## config.mk

```make
export PLATFORM = sky130hd
export DESIGN_NAME = sonar_scheduler
export DESIGN_NICKNAME = d
export VERILOG_FILES = /design/src/rtl/sonar_pkg.sv /design/src/rtl/sonar_rr_next.sv /design/src/rtl/sonar_scheduler.sv
export SDC_FILE = /design/constraint.sdc
export NUM_CORES = 1
export LEC_CHECK = 0
export BUFFER_PORTS_ARGS = -buffer_cell sky130_fd_sc_hd__buf_2
export CAP_MARGIN = 5
export CORE_ASPECT_RATIO = 2
export CORE_UTILIZATION = 45
export CTS_BUF_LIST = sky130_fd_sc_hd__clkbuf_4 sky130_fd_sc_hd__clkbuf_8 sky130_fd_sc_hd__clkbuf_16
export DETAILED_ROUTE_END_ITERATION = 12
export PLACE_DENSITY = 0.67
export SYNTH_ARGS = -nofsm -noshare
export SYNTH_HDL_FRONTEND = slang
export SYNTH_HIERARCHICAL = 1
export SYNTH_SLANG_ARGS = --single-unit
```

## constraint.sdc

```tcl
create_clock -name clk -period 2.7 [get_ports clk]
set_input_delay 0.27 -clock clk [delete_from_list [all_inputs] [get_ports clk]]
set_output_delay 0.27 -clock clk [all_outputs]
set_load 0.02 [all_outputs]
```

## src/rtl/sonar_pkg.sv

```systemverilog
// +--------------------------------------------------------------------+
// | sonar_pkg: shared types and helpers for the sonar scheduler         |
// | Rev 1.0                                                              |
// +--------------------------------------------------------------------+
`default_nettype none

package sonar_pkg;

  typedef enum logic [1:0] {
    IDLE  = 2'd0,
    ISSUE = 2'd1,
    WAIT  = 2'd2,
    GUARD = 2'd3
  } state_e;

  localparam logic [7:0] DIST_TIMEOUT = 8'hFF;

  function automatic logic [31:0] ms_to_cyc(input int unsigned freq_hz, input int unsigned ms);
    return freq_hz / 32'd1000 * ms;
  endfunction

endpackage

`default_nettype wire

```

## src/rtl/sonar_rr_next.sv

```systemverilog
// +--------------------------------------------------------------------+
// | sonar_rr_next: finds the next enabled channel after ptr, or the     |
// | lowest enabled channel when restarting or wrapping.  Rev 1.0        |
// +--------------------------------------------------------------------+
`default_nettype none

module sonar_rr_next #(
  parameter int unsigned N_SONARS = 4,
  parameter int unsigned ID_W     = 2
) (
  input  logic [ID_W-1:0]     ptr,
  input  logic                restart,
  input  logic [N_SONARS-1:0] enable,
  output logic [ID_W-1:0]     next_idx,
  output logic                wrap,
  output logic                any_en
);

  logic [ID_W-1:0] first_idx;
  logic [ID_W-1:0] later_idx;
  logic            later_found;

  // Descending scan so the lowest qualifying index is the one left standing.
  always_comb begin
    first_idx   = '0;
    later_idx   = '0;
    later_found = 1'b0;
    for (int i = N_SONARS - 1; i >= 0; i--) begin
      if (enable[i]) begin
        first_idx = ID_W'(i);
        if (!restart && (i > int'(ptr))) begin
          later_idx   = ID_W'(i);
          later_found = 1'b1;
        end
      end
    end
    wrap     = !later_found;
    next_idx = later_found ? later_idx : first_idx;
    any_en   = |enable;
  end

endmodule

`default_nettype wire

```

## src/rtl/sonar_scheduler.sv

```systemverilog
// +--------------------------------------------------------------------+
// | sonar_scheduler: round-robin HC-SR04 measurement sequencer with     |
// | guard interval and timeout. Option macro: SONAR_SCHED_MASK_EN       |
// | Rev 1.0                                                              |
// +--------------------------------------------------------------------+
`default_nettype none

module sonar_scheduler
  import sonar_pkg::*;
#(
  parameter int unsigned N_SONARS   = 4,
  parameter int unsigned FREQ       = 50_000_000,
  parameter int unsigned GUARD_MS   = 60,
  parameter int unsigned TIMEOUT_MS = 40,
  localparam int unsigned ID_W      = (N_SONARS > 1) ? $clog2(N_SONARS) : 1
) (
  input  logic                  clk,
  input  logic                  rst,
  input  logic                  start,
  input  logic                  continuous,
`ifdef SONAR_SCHED_MASK_EN
  input  logic [N_SONARS-1:0]   chan_mask,
`endif
  output logic [N_SONARS-1:0]   drv_measure,
  input  logic [N_SONARS-1:0]   drv_ready,
  input  logic [8*N_SONARS-1:0] drv_distance,
  output logic                  busy,
  output logic                  result_valid,
  output logic [ID_W-1:0]       result_id,
  output logic [7:0]            result_dist,
  output logic                  result_timeout,
  output logic                  sweep_done
);

  localparam logic [31:0]         GUARD_CYC   = ms_to_cyc(FREQ, GUARD_MS);
  localparam logic [31:0]         TIMEOUT_CYC = ms_to_cyc(FREQ, TIMEOUT_MS);
  localparam logic [N_SONARS-1:0] ONE_HOT0    = N_SONARS'(1);

  state_e              state_q, state_d;
  logic [ID_W-1:0]     ptr_q, ptr_d;
  logic [N_SONARS-1:0] en_q, en_d;
  logic [31:0]         tcnt_q, tcnt_d;
  logic [31:0]         gcnt_q, gcnt_d;
  logic                armed_q, armed_d;
  logic                busy_q, busy_d;
  logic [N_SONARS-1:0] drv_measure_q, drv_measure_d;
  logic                result_valid_q, result_valid_d;
  logic [ID_W-1:0]     result_id_q, result_id_d;
  logic [7:0]          result_dist_q, result_dist_d;
  logic                result_timeout_q, result_timeout_d;
  logic                sweep_done_q, sweep_done_d;

  logic [N_SONARS-1:0] en_live;
  logic                in_idle;
  logic [ID_W-1:0]     rr_idx;
  logic                rr_wrap;
  logic                rr_any;
  logic                ready_sel;
  logic [7:0]          dist_arr [N_SONARS];

`ifdef SONAR_SCHED_MASK_EN
  assign en_live = chan_mask;
`else
  assign en_live = '1;
`endif

  for (genvar k = 0; k < N_SONARS; k++) begin : g_dist
    assign dist_arr[k] = drv_distance[8*k +: 8];
  end

  assign in_idle   = (state_q == IDLE);
  assign ready_sel = drv_ready[ptr_q];

  // In IDLE the live mask is searched from channel 0; mid-sweep the held mask is used.
  sonar_rr_next #(
    .N_SONARS (N_SONARS),
    .ID_W     (ID_W)
  ) u_rr_next (
    .ptr      (ptr_q),
    .restart  (in_idle),
    .enable   (in_idle ? en_live : en_q),
    .next_idx (rr_idx),
    .wrap     (rr_wrap),
    .any_en   (rr_any)
  );

  always_comb begin
    state_d          = state_q;
    ptr_d            = ptr_q;
    en_d             = en_q;
    tcnt_d           = tcnt_q;
    gcnt_d           = gcnt_q;
    armed_d          = armed_q;
    busy_d           = busy_q;
    drv_measure_d    = '0;
    result_valid_d   = 1'b0;
    result_id_d      = result_id_q;
    result_dist_d    = result_dist_q;
    result_timeout_d = result_timeout_q;
    sweep_done_d     = 1'b0;
    case (state_q)
      IDLE: begin
        if ((start || continuous) && rr_any) begin
          ptr_d         = rr_idx;
          en_d          = en_live;
          busy_d        = 1'b1;
          drv_measure_d = ONE_HOT0 << rr_idx;
          state_d       = ISSUE;
        end
      end
      ISSUE: begin
        tcnt_d  = TIMEOUT_CYC;
        armed_d = 1'b0;
        state_d = WAIT;
      end
      WAIT: begin
        // Ready is stale-high from the previous run until it has been seen low.
        if (armed_q && ready_sel) begin
          result_valid_d   = 1'b1;
          result_id_d      = ptr_q;
          result_dist_d    = dist_arr[ptr_q];
          result_timeout_d = 1'b0;
          gcnt_d           = GUARD_CYC;
          state_d          = GUARD;
        end else begin
          armed_d = armed_q | ~ready_sel;
          if (tcnt_q <= 32'd1) begin
            result_valid_d   = 1'b1;
            result_id_d      = ptr_q;
            result_dist_d    = DIST_TIMEOUT;
            result_timeout_d = 1'b1;
            gcnt_d           = GUARD_CYC;
            state_d          = GUARD;
          end else begin
            tcnt_d = tcnt_q - 32'd1;
          end
        end
      end
      GUARD: begin
        if (gcnt_q > 32'd1) begin
          gcnt_d = gcnt_q - 32'd1;
        end else if (!rr_wrap) begin
          ptr_d         = rr_idx;
          drv_measure_d = ONE_HOT0 << rr_idx;
          state_d       = ISSUE;
        end else begin
          sweep_done_d = 1'b1;
          if (continuous) begin
            ptr_d         = rr_idx;
            drv_measure_d = ONE_HOT0 << rr_idx;
            state_d       = ISSUE;
          end else begin
            busy_d  = 1'b0;
            state_d = IDLE;
          end
        end
      end
      default: state_d = IDLE;
    endcase
  end

  always_ff @(posedge clk) begin
    if (rst) begin
      state_q          <= IDLE;
      ptr_q            <= '0;
      en_q             <= '0;
      tcnt_q           <= '0;
      gcnt_q           <= '0;
      armed_q          <= 1'b0;
      busy_q           <= 1'b0;
      drv_measure_q    <= '0;
      result_valid_q   <= 1'b0;
      result_id_q      <= '0;
      result_dist_q    <= '0;
      result_timeout_q <= 1'b0;
      sweep_done_q     <= 1'b0;
    end else begin
      state_q          <= state_d;
      ptr_q            <= ptr_d;
      en_q             <= en_d;
      tcnt_q           <= tcnt_d;
      gcnt_q           <= gcnt_d;
      armed_q          <= armed_d;
      busy_q           <= busy_d;
      drv_measure_q    <= drv_measure_d;
      result_valid_q   <= result_valid_d;
      result_id_q      <= result_id_d;
      result_dist_q    <= result_dist_d;
      result_timeout_q <= result_timeout_d;
      sweep_done_q     <= sweep_done_d;
    end
  end

  assign drv_measure    = drv_measure_q;
  assign busy           = busy_q;
  assign result_valid   = result_valid_q;
  assign result_id      = result_id_q;
  assign result_dist    = result_dist_q;
  assign result_timeout = result_timeout_q;
  assign sweep_done     = sweep_done_q;

endmodule

`default_nettype wire
```

==> results of run 1 <==
-- through the flow --
step | cells | hold WS (ns)
floorplan | 536 | 0.421
global route | 757 | 0.313
finish | 757 | 0.304
CTS | 757 | 0.304
detailed placement | 741 | 0.439
global placement | 741 | 0.435
-- metal layers --
metal / global-route usage / vias to the layer above / wire, microns
met5: 0 / - / 0
met4: 0.156 / 0 / 528
met3: 0.0312 / 42 / 303
met2: 0.459 / 101 / 7040
met1: 0.240 / 2192 / 4580
li1: - / 2202 / -
-- how the worst max path moves through the flow --
stage	slack, ns	from	cells after the start	end
2_1_floorplan	-0.19	gcnt_q[3]$_SDFFE_PP0P_	9	gcnt_q[31]$_SDFFE_PP0P_
3_3_place_gp	-0.08	gcnt_q[10]$_SDFFE_PP0P_	6	gcnt_q[31]$_SDFFE_PP0P_
3_5_place_dp	-0.14	gcnt_q[10]$_SDFFE_PP0P_	6	gcnt_q[21]$_SDFFE_PP0P_
4_1_cts	-0.04	gcnt_q[10]$_SDFFE_PP0P_	6	gcnt_q[21]$_SDFFE_PP0P_
5_1_grt	-0.08	gcnt_q[10]$_SDFFE_PP0P_	6	gcnt_q[31]$_SDFFE_PP0P_
6_report	-0.009	gcnt_q[10]$_SDFFE_PP0P_	6	gcnt_q[21]$_SDFFE_PP0P_
-- sequential cells by signal (all words and copies together) (netlist names), 2 cells and up --
name / cells
gcnt_q: 32
tcnt_q: 32
result_dist: 8
drv_measure: 4
ptr_q: 2
result_id: 2
state_q: 2
-- tightest hold or removal path: cells and delay by family --
family                 cells  cell delay [ns]
AO/OA/AOI/OAI              2             0.24
buffers and inverters      1             0.11
-- synth_stat cells (all sizes together) (11+ instances only) --
library cell  number  share of area
dfxtp             88           0.38
nor2              49          0.039
a21oi             38          0.041
or3               32          0.044
nand2             30          0.024
or4               27          0.044
clkbuf            22          0.018
xnor2             21          0.039
nor3              19          0.020
inv               17          0.014
o21ai             17          0.018
nor4              16          0.023
a31oi             14          0.019
o31ai             14          0.023
or2               11          0.015
-- power breakdown --
part	switching, mW	total, mW	internal (mW)
logic	3.07	5.46	2.39
clock network	0.536	1.19	0.652
registers	0.359	2.08	1.72
total	3.96	8.73	4.76
-- cells by family after synthesis --
group,synth area share
simple gates,0.263
compound gates,0.202
flops,0.378
buf+inv,0.0357
xor+xnor,0.0413
mux,0.0585
fa+ha+maj,0.0215
-- what timing repair did --
item	CTS	global route
gates cloned	0	0
gates resized for setup	3	11
endpoints found under the setup margin	4	30
setup buffers	0	0
pin swaps	4	4
-- cell type report --
type | count | area, sq um | area share
Multi-Input combinational cell | 405 | 2790 | 0.492
Sequential cell | 88 | 1760 | 0.311
Timing Repair Buffer | 96 | 603 | 0.106
Clock buffer | 10 | 239 | 0.0421
Tap cell | 135 | 169 | 0.0298
Inverter | 17 | 63.8 | 0.0113
Clock inverter | 6 | 42.5 | 0.00750
==> results_tabular.tex, run 1 <==
\begin{tabular}{lr}
\hline
Metric & Value \\
\hline
\multicolumn{2}{l}{\textbf{Die}} \\
\quad Standard cell core area & slightly above 10000 sq um \\
\quad Boundary Pins & 58 \\
\quad Overall die height & $\sim$150 microns \\
\quad Starting utilization of the core area & 0.462 \\
\quad Total Die Area & 10800 sq um \\
\quad Std-Cell Rows & 52 \\
\quad Overall die width & 74.0 microns \\
\multicolumn{2}{l}{\textbf{Pwr}} \\
\quad Leak & 2.25 nW \\
\quad Power Dens Cells & between 1500 and 2000 nW/um\^{}2 \\
\quad Max VDD drop & 656 uV \\
\quad Post-route total power & 8.73 mW \\
\multicolumn{2}{l}{\textbf{CTS}} \\
\quad TritonCTS clock tree & done \\
\quad Clock Path Buffers & 2 \\
\quad CTS Root Cell & sky130\_fd\_sc\_hd\_\_clkbuf\_16 \\
\quad Clock slew seen by the registers of the worst setup and hold paths & 0.07 ns \\
\quad Number of sinks driven by the clock tree & 88 \\
\quad Later-pin clock latency in the skew report & 0.35 ns \\
\quad Total CTS buffers & 9 \\
\quad Number of buffers inserted for hold repair after clock tree synthesis & 0 \\
\quad Count of H-tree levels built during CTS & 3 \\
\multicolumn{2}{l}{\textbf{Setup path}} \\
\quad Highest fanout seen on the critical path & 8 \\
\quad Kind of start point of the critical path & flip-flop \\
\quad Slowest stage cell on the critical path & sky130\_fd\_sc\_hd\_\_or4\_4 \\
\quad Category of the most critical setup path & flip-flop to flip-flop \\
\quad Top Family by Delay on Critical Path & simple AND/OR/NAND/NOR gates \\
\quad Endpoint class of the critical path & flip-flop \\
\quad Required time reported for the critical path endpoint & 2.96 ns \\
\quad Buffers plus inverters on the worst setup path & 0 \\
\quad Most frequent cell on the critical path & sky130\_fd\_sc\_hd\_\_or4\_4 \\
\quad Logic depth of the worst register-to-register path & 6 \\
\quad Reg-to-Reg Start & gcnt\_q[10]\$\_SDFFE\_PP0P\_ \\
\quad Capture instance of the worst register-to-register path & gcnt\_q[21]\$\_SDFFE\_PP0P\_ \\
\quad Data arrival time of the critical path & between 2 and 3 ns \\
\quad Flop2flop setup slack & -0.009 ns \\
\quad Slowest Stage Delay on Critical Path & 0.53 ns \\
\quad Ordered cell list for the critical path & or4\_4, or4\_4, or2\_4, or3\_1, or4\_1, a31oi\_1 \\
\multicolumn{2}{l}{\textbf{Finish}} \\
\quad Layout overhead on the synthesized area & 21.6\% \\
\quad Design area & about 5700 sq um \\
\quad Final core area utilization & 0.562 \\
\quad Net total in the final layout & 665 \\
\quad Filler instances & 918 \\
\quad Most common cell after layout, fill and taps aside & sky130\_fd\_sc\_hd\_\_dfxtp\_1 \\
\quad Number of diodes added for antenna fixing & 0 \\
\quad Ratio of cells with drive above 1 in the final layout & 0.256 \\
\quad Commonest non-fill, non-tap cells in the layout & sky130\_fd\_sc\_hd\_\_dfxtp\_1 (87), sky130\_fd\_sc\_hd\_\_buf\_2 (57), sky130\_fd\_sc\_hd\_\_nor2\_1 (48), sky130\_fd\_sc\_hd\_\_a21oi\_1 (37), sky130\_fd\_sc\_hd\_\_buf\_4 (37) \\
\multicolumn{2}{l}{\textbf{Timing}} \\
\quad Final number of setup-violating endpoints & 2 \\
\quad Final clock period utilization by the worst path & 1.00 \\
\quad Max Fclk & 369 MHz \\
\quad Sum of negative setup slack & -0.0144 ns \\
\quad Count of pins over their slew limit & 0 \\
\quad Worst Tran Pin Value & 0.535 ns \\
\quad Tightest slew margin relative to the limit & 0.634 \\
\quad Minimum period implied by the final worst setup slack & 2.71 ns \\
\quad Final count of hold timing violations & 0 \\
\quad Post-route setup slack & -0.00883 ns \\
\quad Final clock skew & 0.00830 ns \\
\quad Unrepaired setup endpoints after global routing & true \\
\multicolumn{2}{l}{\textbf{Placed design}} \\
\quad Worst slack, placed & -0.137 ns \\
\quad Number of input and output port buffers inserted & 57 \\
\quad Placed Area & around 5300 sq um \\
\quad Final weighted congestion of routability-driven global placement & 0.838 \\
\quad Detailed-placement wirelength estimate & around 9500 microns \\
\multicolumn{2}{l}{\textbf{Logic synthesis}} \\
\quad Mapped Cells & about 540 \\
\quad Ys Warns & 6 \\
\quad Post-synthesis instance area & 4660 sq um \\
\quad Share of async-settable or async-resettable flops after synthesis & 0 \\
\quad Post-synthesis sequential element count & around 90 \\
\quad Number of enable-type register cells in the synthesized netlist & 0 \\
\quad Post-Synthesis Net Count & 584 \\
\quad Sequential-to-total area share from yosys stat & 0.378 \\
\quad Per-instance average area after synthesis & 8.70 sq um \\
\quad Flip-flop cell with the highest count after synthesis & sky130\_fd\_sc\_hd\_\_dfxtp\_1 \\
\quad Unique cell type count in the Yosys netlist & between 50 and 60 \\
\multicolumn{2}{l}{\textbf{Routing}} \\
\quad Remaining DRCs & 0 \\
\quad Total Routed Length & 12500 microns \\
\quad Number of violations reported at the end of detailed-routing iteration 0 & 213 \\
\quad Iteration count of the initial detailed-routing pass & 4 \\
\quad Routed wire length per instance & 16.4 microns \\
\quad Via density & 5.99 \\
\quad Remaining antenna violation count after routing & 0 \\
\quad Total via count in the routed design & 4537 \\
\multicolumn{2}{l}{\textbf{Global routing}} \\
\quad GR Util All Layers & 0.246 \\
\quad Wire length of the first global-routing pass & between 20000 and 25000 microns \\
\quad Number of antenna violations at the first check in global routing & 0 \\
\quad Vias in the first global route & 4592 \\
\quad Residual overflow from global routing & 0 \\
\quad Maximum number of pins on one net before global-route repair & 33 \\
\multicolumn{2}{l}{\textbf{Min path}} \\
\quad Hold Path Stages & 3 \\
\quad Hold Path Class & input port to flip-flop \\
\quad Hold Crit Endpoint & en\_q[0]\$\_SDFFE\_PP0P\_ \\
\quad Worst hold path startpoint & continuous \\
\multicolumn{2}{l}{\textbf{Outcome}} \\
\quad Failing checks & negative setup slack \\
\quad Status & finished, violations left \\
\multicolumn{2}{l}{\textbf{Run}} \\
\quad Max-capacitance violation count & 0 \\
\hline
\end{tabular}
Note: power is estimated with default switching activity, not from simulation.
==> inputs of run 2 (changes only) <==
CTS_BUF_LIST = sky130_fd_sc_hd__clkbuf_8   (was sky130_fd_sc_hd__clkbuf_4 sky130_fd_sc_hd__clkbuf_8 sky130_fd_sc_hd__clkbuf_16)
PLACE_DENSITY = not set   (was 0.67)
SETUP_SLACK_MARGIN = 0.15   (was not set)
clock period = 3.2 ns   (was 2.7 ns; I/O delays follow)
==> run 2 against run 1 <==
- the flow now finishes without violations
- power down 24%
- routed wire length up 0.59%
- first-iteration DRC count down 28%
- via count down 2.5%
- critical path depth unchanged
- clock skew up 0.0027 ns
- non-clock buffer count down 18
- die area unchanged
- clock power down 29%
- design area down 5.0%
- combinational power down 26%
- register-to-register slack better by 0.32 ns
- largest power group unchanged
- highest routed layer unchanged
==> results_tabular.tex, run 2 (synthesized netlist as in run 1, its figures left out) <==
\begin{tabular}{lr}
\hline
Metric & Value \\
\hline
\multicolumn{2}{l}{\textbf{Placed design}} \\
\quad Number of input and output port buffers inserted & 57 \\
\quad Detailed-placement wirelength estimate & 9220 microns \\
\quad Final weighted congestion of routability-driven global placement & 0.819 \\
\multicolumn{2}{l}{\textbf{Pwr}} \\
\quad Share of total power in combinational logic & 0.608 \\
\quad Sequential share of power & 0.265 \\
\quad Power Dens Cells & 1230 nW/um\^{}2 \\
\quad Post-route total power & 6.65 mW \\
\quad Max VDD drop & approximately 470 uV \\
\quad Leak & 2.12 nW \\
\quad Proportion of total power due to net switching & 0.469 \\
\quad Internal cell power & 3.53 mW \\
\quad Net switching power & a little over 3 mW \\
\quad Clock power share & 0.127 \\
\multicolumn{2}{l}{\textbf{Die}} \\
\quad Overall die height & 146 microns \\
\quad Standard cell core area & 10100 sq um \\
\quad Boundary Pins & 58 \\
\quad Overall die width & 74.0 microns \\
\quad Starting utilization of the core area & 0.462 \\
\quad Std-Cell Rows & 52 \\
\quad Total Die Area & $\sim$11000 sq um \\
\multicolumn{2}{l}{\textbf{Timing}} \\
\quad Unrepaired setup endpoints after global routing & false \\
\quad Final clock period utilization by the worst path & 0.902 \\
\quad Tightest slew margin relative to the limit & 0.649 \\
\quad Final count of hold timing violations & 0 \\
\quad Minimum period implied by the final worst setup slack & $\sim$2.9 ns \\
\quad Final clock skew & approximately 0.011 ns \\
\quad Sum of negative setup slack & 0 ns \\
\quad Max Fclk & 346 MHz \\
\quad Final number of setup-violating endpoints & 0 \\
\quad Count of pins over their slew limit & 0 \\
\quad Worst Tran Pin Value & 0.513 ns \\
\multicolumn{2}{l}{\textbf{CTS}} \\
\quad Total CTS buffers & 9 \\
\quad Clock Path Buffers & 2 \\
\quad Number of sinks driven by the clock tree & 88 \\
\quad Clock slew seen by the registers of the worst setup and hold paths & 0.09 ns \\
\quad Later-pin clock latency in the skew report & 0.37 ns \\
\quad Count of H-tree levels built during CTS & 3 \\
\quad TritonCTS clock tree & done \\
\quad CTS Root Cell & sky130\_fd\_sc\_hd\_\_clkbuf\_8 \\
\multicolumn{2}{l}{\textbf{Setup path}} \\
\quad Logic depth of the worst register-to-register path & 6 \\
\quad Required time reported for the critical path endpoint & 3.50 ns \\
\quad Data arrival time of the critical path & 3.19 ns \\
\quad Category of the most critical setup path & flip-flop to flip-flop \\
\quad Number of gates on the worst path with buffers counted & 6 \\
\quad Endpoint class of the critical path & flip-flop \\
\quad Top Family by Delay on Critical Path & simple AND/OR/NAND/NOR gates \\
\quad Kind of start point of the critical path & flip-flop \\
\quad Buffers plus inverters on the worst setup path & 0 \\
\quad Slowest Stage Delay on Critical Path & 0.60 ns \\
\quad Slowest stage cell on the critical path & sky130\_fd\_sc\_hd\_\_or4\_4 \\
\quad Ordered cell list for the critical path & or4\_4, or4\_4, or2\_1, or4\_1, or3\_1, a21oi\_1 \\
\quad Highest fanout seen on the critical path & 8 \\
\quad Most frequent cell on the critical path & sky130\_fd\_sc\_hd\_\_or4\_4 \\
\multicolumn{2}{l}{\textbf{Run}} \\
\quad Max-capacitance violation count & 0 \\
\multicolumn{2}{l}{\textbf{Global routing}} \\
\quad Wire length of the first global-routing pass & 20200 microns \\
\quad Maximum number of pins on one net before global-route repair & 33 \\
\quad Vias in the first global route & between 4000 and 5000 \\
\quad Number of antenna violations at the first check in global routing & 0 \\
\quad Residual overflow from global routing & 0 \\
\quad GR Util All Layers & 0.244 \\
\multicolumn{2}{l}{\textbf{Routing}} \\
\quad Total via count in the routed design & 4422 \\
\quad Routed wire length per instance & 16.9 microns \\
\quad Iteration count of the initial detailed-routing pass & 5 \\
\quad Via density & $\sim$6 \\
\quad Total Routed Length & 12500 microns \\
\quad Number of violations reported at the end of detailed-routing iteration 0 & around 150 \\
\quad Remaining DRCs & 0 \\
\quad Remaining antenna violation count after routing & 0 \\
\multicolumn{2}{l}{\textbf{Min path}} \\
\quad Hold Path Class & input port to flip-flop \\
\quad Hold Path Stages & 3 \\
\multicolumn{2}{l}{\textbf{Finish}} \\
\quad Number of diodes added for antenna fixing & 0 \\
\quad Most common cell after layout, fill and taps aside & sky130\_fd\_sc\_hd\_\_dfxtp\_1 \\
\quad Net total in the final layout & 647 \\
\quad Ratio of cells with drive above 1 in the final layout & 0.215 \\
\quad Commonest non-fill, non-tap cells in the layout & sky130\_fd\_sc\_hd\_\_dfxtp\_1 (88), sky130\_fd\_sc\_hd\_\_buf\_2 (57), sky130\_fd\_sc\_hd\_\_nor2\_1 (49), sky130\_fd\_sc\_hd\_\_a21oi\_1 (38), sky130\_fd\_sc\_hd\_\_nand2\_1 (30) \\
\quad Final core area utilization & 0.534 \\
\quad Layout overhead on the synthesized area & 15.6\% \\
\multicolumn{2}{l}{\textbf{Outcome}} \\
\quad Status & finished, final reports clean \\
\hline
\end{tabular}
-- run 2: changes by cell type in the layout (fill, tap and decap cells not counted), sizes merged --
| cell | delta |
|---|---|
| buf | -18 |
| bufinv | +2 |
| clkbuf | -1 |
| clkinvlp | -1 |
-- run 2: tightest hold or removal path, cell delays in order --
cell and delay [ns]:
sky130_fd_sc_hd__buf_2 0.09, sky130_fd_sc_hd__o211ai_1 0.11, sky130_fd_sc_hd__a21oi_1 0.14
-- run 2: area by class of cell --
| cell class | count | area (sq um) |
|---|---|---|
| Fill cell | 975 | 4700 |
| Multi-Input combinational cell | 405 | 2740 |
| Sequential cell | 88 | 1760 |
| Timing Repair Buffer | 78 | 443 |
| Tap cell | 135 | 169 |
| Clock buffer | 9 | 124 |
| Clock inverter | 7 | 88.8 |
| Inverter | 17 | 63.8 |
-- run 2: power by group through the flow --
stage | Sequential, mW | Clock, mW | Combinational [mW]
2_1_floorplan | 1.73 | 0 | 2.91
3_3_place_gp | 1.77 | 0 | 3.91
3_5_place_dp | 1.78 | 0 | 3.98
4_1_cts | 1.76 | 0.861 | 4.00
5_1_grt | 1.82 | 0.905 | 4.47
6_report | 1.76 | 0.841 | 4.04
-- run 2: routing by layer --
layer / vias up / track usage / routed length (microns)
li1: 2167 / - / -
met1: 2138 / 0.249 / 4710
met2: 86 / 0.455 / 7020
met3: 31 / 0.0319 / 314
met4: 0 / 0.127 / 472
met5: - / 0 / 0
-- run 2: path summary, 6_finish.rpt --
path / start / slack (ns) / to
setup / recovery: gcnt_q[10]$_SDFFE_PP0P_ / 0.31 / gcnt_q[31]$_SDFFE_PP0P_
hold / removal: start / 0.33 / en_q[0]$_SDFFE_PP0P_
setup reg to reg: gcnt_q[10]$_SDFFE_PP0P_ / 0.31 / gcnt_q[31]$_SDFFE_PP0P_
hold reg to reg: en_q[0]$_SDFFE_PP0P_ / 0.46 / en_q[0]$_SDFFE_PP0P_
-- run 2: repair_timing --
| item | CTS | global route |
|---|---|---|
| setup endpoints to repair | 0 | 7 |
| endpoints found under the hold margin | 0 | 0 |
| resized for setup | 0 | 1 |
| hold buffers | 0 | 0 |
| buffers inserted | 0 | 1 |
-- run 2: stage by stage --
step | cells | setup WS, ns | hold slack [ns] | instance area (sq um)
floorplan | 536 | 0.302 | 0.421 | 4660
global placement | 722 | 0.308 | 0.436 | 5160
detailed placement | 722 | 0.247 | 0.444 | 5160
CTS | 738 | 0.219 | 0.314 | 5380
global route | 739 | 0.198 | 0.370 | 5390
finish | 739 | 0.312 | 0.329 | 5390
